$ cat config.mk
export PLATFORM = sky130hd
export DESIGN_NAME = uart_tx_frame
export DESIGN_NICKNAME = d
export VERILOG_FILES = /design/src/rtl/uart_tx_frame.sv
export SDC_FILE = /design/constraint.sdc
export NUM_CORES = 1
export LEC_CHECK = 0
export ABC_AREA = 1
export CORE_MARGIN = 10
export CORE_UTILIZATION = 40
export CTS_CLUSTER_DIAMETER = 50
export CTS_CLUSTER_SIZE = 10
export DETAILED_ROUTE_END_ITERATION = 8
export PLACE_DENSITY_LB_ADDON = 0.2
export SYNTH_ARGS = -nofsm -noshare
export SYNTH_HDL_FRONTEND = slang
export SYNTH_SLANG_ARGS = --single-unit
$ cat constraint.sdc
create_clock -name clk -period 1.65 [get_ports clk]
set_input_delay 0.33 -clock clk [delete_from_list [all_inputs] [get_ports clk]]
set_output_delay 0.33 -clock clk [all_outputs]
set_load 0.01 [all_outputs]
$ cat src/rtl/uart_tx_frame.sv
// uart_tx_frame
//   UART transmit frame engine. Accepts one word per frame through a
//   valid/ready handshake and serialises it as start bit, DATA_WIDTH data
//   bits (LSB first), optional parity bit and one or two stop bits. Each
//   serial bit lasts CLKS_PER_BIT clocks. The serial line is registered and
//   idles high.
//
// Parameters
//   DATA_WIDTH   : data bits per frame (5..9)
//   CLKS_PER_BIT : clock cycles per serial bit (>= 1)
//
// Ports
//   clk        in   system clock
//   rst        in   synchronous active-high reset
//   data_in    in   frame payload, sent LSB first
//   data_valid in   source presents a word on data_in
//   data_ready out  engine accepts data_in this cycle (combinational)
//   par_en     in   1 = insert a parity bit after the data bits
//   par_type   in   0 = even parity, 1 = odd parity
//   stop2      in   0 = one stop bit, 1 = two stop bits
//   send_break in   (only with UART_TX_BREAK_EN) hold the line low from idle
//   busy       out  frame (or break) in progress
//   tx_out     out  registered serial line
//
// Optional feature
//   Define UART_TX_BREAK_EN to add the send_break input and the BREAK state.

module uart_tx_frame #(
  parameter int DATA_WIDTH   = 8,
  parameter int CLKS_PER_BIT = 1
) (
  input  logic                  clk,
  input  logic                  rst,
  input  logic [DATA_WIDTH-1:0] data_in,
  input  logic                  data_valid,
  output logic                  data_ready,
  input  logic                  par_en,
  input  logic                  par_type,
  input  logic                  stop2,
`ifdef UART_TX_BREAK_EN
  input  logic                  send_break,
`endif
  output logic                  busy,
  output logic                  tx_out
);

  localparam int IW = (DATA_WIDTH > 1) ? $clog2(DATA_WIDTH) : 1;
  localparam int BW = (CLKS_PER_BIT > 1) ? $clog2(CLKS_PER_BIT) : 1;

  localparam logic [IW-1:0] IDX_LAST  = IW'(DATA_WIDTH - 1);
  localparam logic [IW-1:0] IDX_ONE   = IW'(1);
  localparam logic [BW-1:0] BAUD_LAST = BW'(CLKS_PER_BIT - 1);

`ifdef UART_TX_BREAK_EN
  typedef enum logic [2:0] {IDLE, START, DATA, PARITY, STOP, BREAK} state_t;
`else
  typedef enum logic [2:0] {IDLE, START, DATA, PARITY, STOP} state_t;
`endif

  state_t                  state_q, state_d;
  logic [BW-1:0]           baud_q, baud_d;
  logic [IW-1:0]           idx_q, idx_d;
  logic [DATA_WIDTH-1:0]   data_q, data_d;
  logic                    par_en_q, par_en_d;
  logic                    stop2_q, stop2_d;
  logic                    parity_q, parity_d;
  logic                    tx_q, tx_d;

  logic                    baud_last;
  logic                    stop_last;
  logic                    last_stop_clk;
  logic                    break_req;
  logic                    accept;
  logic [BW-1:0]           baud_next;
  logic [IW-1:0]           idx_inc;

`ifdef UART_TX_BREAK_EN
  assign break_req = send_break;
`else
  assign break_req = 1'b0;
`endif

  assign baud_last     = (baud_q == BAUD_LAST);
  assign baud_next     = baud_last ? '0 : baud_q + BW'(1);
  assign idx_inc       = idx_q + IW'(1);
  // In STOP the bit index counts stop bits; the second stop bit has index 1.
  assign stop_last     = !stop2_q || (idx_q == IDX_ONE);
  assign last_stop_clk = (state_q == STOP) && baud_last && stop_last;

  // A pending break outranks new data, so it also blocks acceptance in the
  // final stop clock and the engine drops to idle before entering BREAK.
  assign data_ready = !rst && !break_req && ((state_q == IDLE) || last_stop_clk);
  assign accept     = data_valid && data_ready;

  assign busy   = (state_q != IDLE);
  assign tx_out = tx_q;

  // State register and all datapath flops, synchronous reset.
  always_ff @(posedge clk) begin
    if (rst) begin
      state_q  <= IDLE;
      baud_q   <= '0;
      idx_q    <= '0;
      data_q   <= '0;
      par_en_q <= 1'b0;
      stop2_q  <= 1'b0;
      parity_q <= 1'b0;
      tx_q     <= 1'b1;
    end else begin
      state_q  <= state_d;
      baud_q   <= baud_d;
      idx_q    <= idx_d;
      data_q   <= data_d;
      par_en_q <= par_en_d;
      stop2_q  <= stop2_d;
      parity_q <= parity_d;
      tx_q     <= tx_d;
    end
  end

  // Next-state logic. tx_d is the value the line takes for the bit that
  // starts on the next edge, so the line only moves at bit boundaries.
  always_comb begin
    state_d  = state_q;
    baud_d   = baud_q;
    idx_d    = idx_q;
    data_d   = data_q;
    par_en_d = par_en_q;
    stop2_d  = stop2_q;
    parity_d = parity_q;
    tx_d     = tx_q;

    if (accept) begin
      data_d   = data_in;
      par_en_d = par_en;
      stop2_d  = stop2;
      parity_d = par_type ^ (^data_in);
    end

    case (state_q)
      IDLE: begin
        tx_d   = 1'b1;
        baud_d = '0;
        idx_d  = '0;
        if (accept) begin
          state_d = START;
          tx_d    = 1'b0;
        end
`ifdef UART_TX_BREAK_EN
        else if (send_break) begin
          state_d = BREAK;
          tx_d    = 1'b0;
        end
`endif
      end

      START: begin
        baud_d = baud_next;
        if (baud_last) begin
          state_d = DATA;
          idx_d   = '0;
          tx_d    = data_q[0];
        end
      end

      DATA: begin
        baud_d = baud_next;
        if (baud_last) begin
          if (idx_q == IDX_LAST) begin
            idx_d = '0;
            if (par_en_q) begin
              state_d = PARITY;
              tx_d    = parity_q;
            end else begin
              state_d = STOP;
              tx_d    = 1'b1;
            end
          end else begin
            idx_d = idx_inc;
            tx_d  = data_q[idx_inc];
          end
        end
      end

      PARITY: begin
        baud_d = baud_next;
        if (baud_last) begin
          state_d = STOP;
          idx_d   = '0;
          tx_d    = 1'b1;
        end
      end

      STOP: begin
        baud_d = baud_next;
        if (baud_last) begin
          if (!stop_last) begin
            idx_d = idx_inc;
            tx_d  = 1'b1;
          end else if (accept) begin
            state_d = START;
            idx_d   = '0;
            tx_d    = 1'b0;
          end else begin
            state_d = IDLE;
            idx_d   = '0;
            tx_d    = 1'b1;
          end
        end
      end

`ifdef UART_TX_BREAK_EN
      BREAK: begin
        tx_d   = 1'b0;
        baud_d = '0;
        idx_d  = '0;
        if (!send_break) begin
          state_d = IDLE;
          tx_d    = 1'b1;
        end
      end
`endif

      default: begin
        state_d = IDLE;
        baud_d  = '0;
        idx_d   = '0;
        tx_d    = 1'b1;
      end
    endcase
  end

endmodule

**Word level (Yosys, flattened, before mapping)**

Cells that the tools add are included.

- Bits in registers: 19
- Bits of input ports: 14
- Output and inout bits: 3
- Logic and storage cells: 72

- Add/subtract/negate cells: 2
- $lt $le $gt $ge: 1
- Equality and inequality tests: 14
- Multiplexer cells: 27
- Bitwise gates (word level): 3
- Reductions and logical operators: 17

Operators by type and width:

| operator | number |
|---|---|
| 3-bit two-way mux | 13 |
| 2-bit != test (second input constant) | 8 |
| 3-bit one-hot mux with 5 select lines | 1 |
| 1-bit two-way mux | 10 |
| 3-bit one-hot mux with 3 select lines | 1 |
| 8-bit XOR reduction | 1 |
| 7-bit AND reduction | 1 |
| 3-bit by 1-bit equality test with 1-bit output (second input constant) | 2 |
| 3-bit by 2-bit equality test with 1-bit output (second input constant) | 2 |
| 3-bit equality test (second input constant) | 2 |
| 1-bit one-hot mux with 5 select lines | 1 |
| 1-bit logical AND | 4 |
| 3-bit by 4-bit < comparator with 1-bit output (second input constant) | 1 |
| 4-bit AND reduction | 1 |
| 4-bit OR reduction | 1 |
| 3-bit by 1-bit adder with 3-bit output (second input constant) | 1 |
| 1-bit binary-select mux with 3-bit select | 1 |
| 3-bit logical NOT | 1 |
| 3-bit AND reduction | 1 |
| 3-bit nonzero test | 1 |
| 3-bit OR reduction | 1 |
| 1-bit logical NOT | 2 |
| 1-bit logical OR | 2 |
| 1-bit inverter | 2 |
| other kinds (3) | 3 |

**Longest topological paths before layout**

- Depth in word-level cells: 10
- Mapped depth: 11
- Gate-level depth less buffers: 11

**Least setup slack after synthesis**

No wires, ideal clock.

- Path type: register to register
- From: register idx_q[0]
- To: register state_q[1]
- Setup time: 0.118 ns
- Arrival time: 1.218 ns
- Required time: 1.532 ns
- Slack: 0.314 ns
- Cell stages (with the launch flop): 9
- Cell sequence: dfxtp_1 > ha_1 > ha_1 > nor2_1 > nor2_4 > nand3b_4 > inv_2 > o21ai_2 > a21oi_1

- Cells in the longest elaborated chain, start to end: 8
- Elaborated cells between the ends (all ways): 11

Ends and longest elaborated chain:

| element | RTL line | text |
|---|---|---|
| start, declared | 62 | `logic [IW-1:0] idx_q, idx_d;` |
| start signal, assigned | 112 | `idx_q <= idx_d;` |
| 3-bit by 1-bit equality test with 1-bit output | 87 | `assign stop_last = !stop2_q \|\| (idx_q == IDX_ONE);` |
| 1-bit logical OR | 87 |  |
| 1-bit logical AND | 88 | `assign last_stop_clk = (state_q == STOP) && baud_last && stop_last;` |
| 1-bit logical OR | 92 | `assign data_ready = !rst && !break_req && ((state_q == IDLE) \|\| last_stop_clk);` |
| 1-bit logical AND | 92 |  |
| 1-bit logical AND | 93 | `assign accept = data_valid && data_ready;` |
| 2-bit != test (no line) | - |  |
| 7-bit AND reduction (no line) (*) | - |  |
| end signal, assigned | 110 | `state_q <= state_d;` |
| end, declared | 60 | `state_t state_q, state_d;` |

Every way passes the cells marked *; elsewhere a longest branch is shown, timed or not.
A chain may end at the register's enable or synchronous reset.

**Final worst setup path**

- From: register state_q[0]
- To: output busy

- Cells in the longest elaborated chain, start to end: 1

Ends and longest elaborated chain:

| element | RTL line | text |
|---|---|---|
| 3-bit nonzero test | 95 | `assign busy = (state_q != IDLE);` |
| end, declared | 43 | `output logic busy,` |

Every way passes these cells.

==> impl_metrics.json <==
{
  "final-hold-violation-count": 0,
  "hp_class": "reg2reg",
  "gp_congestion": 0.826,
  "post_route_cells_drive_above_1_share": 0.236,
  "clock_tree.root_cell": "sky130_fd_sc_hd__clkbuf_4",
  "timing.fmax_ghz": 0.612,
  "hold_path.startpoint": "data_q[2]",
  "max-clock-path-buffers": 2,
  "h-tree-depth": 1,
  "synth_seq_cells": 19,
  "initial_cell_density_of_the_core": 0.415,
  "report.final.slew_viol_count": 0,
  "worst_path_dominant_cell_family": "buffers and inverters",
  "via_count_of_the_first_global_routing_pass": 1047,
  "synth_largest_type_area_fraction": 0.335,
  "synth.area.mux_share": 0,
  "worst-endpoint-required_ns": 1.32,
  "synth_adder_area_share": 0.0331,
  "cp_cell_sequence": "nor2_2 -> nand2_2 -> buf_4 -> dlygate4sd2_1",
  "dr.first_iter.drc_count": 41,
  "run_status": "completed",
  "critical_path.max_fanout": 4,
  "grt_usage": 0.0969,
  "final.period_utilization": 0.990,
  "total_die_area_um2": 5370,
  "io-pin-count": 17,
  "cap_violations": 0,
  "floorplan.core_area_um2": 2730,
  "detailedPlacementHpwl_um": 2030,
  "synth_area_um2": 1130,
  "io_buffer_count": 16,
  "placed_cells": 216,
  "placementRows": 19,
  "crit_path_end_kind": "primary output",
  "yosys_warnings": 0,
  "total_number_of_vias": 1063,
  "fin_total_pwr_mw": 1.99,
  "regArea_um2": 385,
  "grt_overflow": 0,
  "peakVddDrop_uv": 766,
  "nFillCells": 250,
  "worst_skew_pair.late_latency_ns": 0.29,
  "r2r_end": "tx_out",
  "wire_length_of_the_first_global_routing_pass_um": 4380,
  "ant_nets": 0,
  "drtPass1Iterations": 4,
  "pre_cts_slack_ns": -0.164,
  "synth.largest_area_cell": "sky130_fd_sc_hd__dfxtp_1",
  "routed_wire_length_per_instance_um": 11.5,
  "grt_setup_unrepaired": "true",
  "largest_net_degree_at_the_start_of_global_routing": 18,
  "detail_route.vias_per_cell": 4.79,
  "worstRegToRegCells": 9,
  "power_density_over_the_cells_nw_per_um2": 1360,
  "die_h_um": 73.3,
  "tritoncts": "built",
  "cp.arrival_ns": 1.30,
  "synth_cell_types": 29,
  "synth_area_leaders": "sky130_fd_sc_hd__dfxtp_1 (34%), sky130_fd_sc_hd__nand2_1 (16%), sky130_fd_sc_hd__nand3_1 (7.5%)",
  "net_count_of_the_mapped_netlist": 178,
  "cts.reportedPaths.clkPinSlew_ns": 0.12,
  "finClkSkew_ns": 0.00554,
  "average_size_of_a_mapped_cell_um2": 7.05,
  "synth.yosys.seq_area_share": 0.335,
  "area_occupied_by_multi_input_gates_um2": 692,
  "worstReg2RegStart": "idx_q[0]",
  "report.final.setup_viol": 0,
  "finish.utilization": 0.537,
  "main_combinational_cell_family_by_area_after_synthesis": "simple AND/OR/NAND/NOR gates",
  "setup.worst_path.class": "reg2out",
  "cts_buffers": 3,
  "wl_um": 2550,
  "antenna_found_initial": 0,
  "synthesis_to_finish_area_growth_pct": 29.4,
  "synth_compound_area_frac": 0.109,
  "whs_endpoint": "data_q[2]",
  "final.min_clock_period_ns": 1.63,
  "remaining_drc_errors": 0,
  "cts.hold.buffers_added": 0,
  "tritoncts_num_sinks": 19,
  "min_delay_path_depth": 2,
  "tns_ns": 0,
  "crit_path_max_incr_delay_ns": 0.35,
  "leakage_nw": 0.701,
  "rrSetupSlack_ns": 0.07,
  "worst_setup_path_start_kind": "register",
  "critical_path.n_buffers_inverters": 2,
  "worst_slack_ns": 0.0168,
  "finalNetCount": 209,
  "num_antenna_cells": 0,
  "die_width_um": 73.3,
  "syn_inst": 161,
  "area_share_of_xor_xnor_cells_in_the_synthesized_design": 0.0540,
  "simple_gate_share_of_the_synthesized_area": 0.386,
  "cpMaxStageDelayCell": "sky130_fd_sc_hd__dfxtp_2",
  "finalNonFillerCells": 222
}
==> synth_stat cells <==
cell and instances:
sky130_fd_sc_hd__a211oi_1 1, sky130_fd_sc_hd__a21boi_1 1, sky130_fd_sc_hd__a21oi_1 9, sky130_fd_sc_hd__a21oi_2 1
sky130_fd_sc_hd__a31oi_1 1, sky130_fd_sc_hd__buf_1 1, sky130_fd_sc_hd__buf_6 1, sky130_fd_sc_hd__conb_1 1
sky130_fd_sc_hd__dfxtp_1 19, sky130_fd_sc_hd__ha_1 3, sky130_fd_sc_hd__inv_1 17, sky130_fd_sc_hd__inv_2 3
sky130_fd_sc_hd__nand2_1 48, sky130_fd_sc_hd__nand2_2 2, sky130_fd_sc_hd__nand3_1 17, sky130_fd_sc_hd__nand3_2 1
sky130_fd_sc_hd__nand3_4 1, sky130_fd_sc_hd__nand3b_1 4, sky130_fd_sc_hd__nand3b_4 2, sky130_fd_sc_hd__nand4_1 1
sky130_fd_sc_hd__nor2_1 6, sky130_fd_sc_hd__nor2_2 2, sky130_fd_sc_hd__nor2_4 1, sky130_fd_sc_hd__nor3_1 2
sky130_fd_sc_hd__o21ai_0 7, sky130_fd_sc_hd__o21ai_1 1, sky130_fd_sc_hd__o21ai_2 1, sky130_fd_sc_hd__xnor2_1 4
sky130_fd_sc_hd__xor2_1 3
==> stage by stage <==
stage / instance area, um2 / hold WS (ns)
2_1_floorplan: 1130 / 0.399
4_1_cts: 1430 / 0.484
3_5_place_dp: 1390 / 0.467
5_1_grt: 1470 / 0.513
6_report: 1470 / 0.481
3_3_place_gp: 1390 / 0.461
==> cell type report <==
| type | count | area share |
|---|---|---|
| clock buffer | 3 | 0.0153 |
| clock inverter | 1 | 0.00341 |
| inverter | 20 | 0.0511 |
| multi-input combinational | 120 | 0.471 |
| sequential | 19 | 0.262 |
| tap | 31 | 0.0264 |
| timing repair buffer | 28 | 0.170 |
==> where the power goes <==
group          switching, mW  internal (mW)  leakage (nW)
clock                  0.150         0.0900        0.0177
combinational          0.589          0.512         0.525
sequential            0.0779          0.575         0.158
total                  0.817           1.18         0.701
==> layout by cell type, fill, tap and decap left out, types with 2 or more instances in the layout <==
cell,n
sky130_fd_sc_hd__nand2_1,44
sky130_fd_sc_hd__nand3_1,17
sky130_fd_sc_hd__dfxtp_1,15
sky130_fd_sc_hd__inv_1,14
sky130_fd_sc_hd__clkdlybuf4s50_1,14
sky130_fd_sc_hd__buf_4,12
sky130_fd_sc_hd__a21oi_1,9
sky130_fd_sc_hd__o21ai_0,7
sky130_fd_sc_hd__inv_2,6
sky130_fd_sc_hd__nand2_2,6
sky130_fd_sc_hd__nor2_1,5
sky130_fd_sc_hd__nand3b_1,4
sky130_fd_sc_hd__xnor2_1,4
sky130_fd_sc_hd__dfxtp_2,4
sky130_fd_sc_hd__nor2_2,3
sky130_fd_sc_hd__xor2_1,3
sky130_fd_sc_hd__clkbuf_4,3
sky130_fd_sc_hd__nor3_1,2
sky130_fd_sc_hd__nand3b_4,2
==> layer usage <==
layer / GRT usage / up-vias / part of all wire
li1: - / 579 / -
met1: 0.122 / 459 / 0.51
met2: 0.159 / 21 / 0.44
met3: 0.0175 / 4 / 0.031
met4: 0.0380 / 0 / 0.021
met5: 0 / - / 0
==> registers in the layout (all words and copies together) (netlist names) <==
| signal | count |
|---|---|
| par_en_q | 1 |
| parity_q | 1 |
| baud_q | 1 |
| data_q | 8 |
| tx_out | 1 |
| stop2_q | 1 |
| state_q | 3 |
| idx_q | 3 |
==> kinds of logic after synthesis <==
kind of cell               Yosys count
DFF                                 19
AOI/OAI and AO/OA                   22
other                                1
buffers and inverters               22
and+or+nand+nor                     87
adders and majority gates            3
xor gates and xnor gates             7
==> worst min-delay path, cell delays in order, from the launching register on <==
cell and delay (ns):
sky130_fd_sc_hd__dfxtp_1 0.33, sky130_fd_sc_hd__nand3_1 0.07, sky130_fd_sc_hd__nand2_1 0.05
==> how the worst max path moves through the flow <==
| stage | slack [ns] | endpoint | startpoint | cells past startpoint |
|---|---|---|---|---|
| after floorplan | 0.31 | state_q[1] | idx_q[0] | 8 |
| after detailed placement | -0.16 | data_ready | rst | 5 |
| after global routing | -0.03 | busy | state_q[0] | 4 |
| final | 0.02 | busy | state_q[0] | 4 |
| after CTS | 0.01 | busy | state_q[2] | 4 |
| after global placement | -0.16 | data_ready | rst | 5 |
==> repair_timing <==
action / in CTS / in global routing
setup buffers: 1 / 1
pin swaps: 3 / 2
gates resized for setup: 9 / 12
endpoints found under the setup margin: 2 / 3
Power figures use the tool's default switching activity.
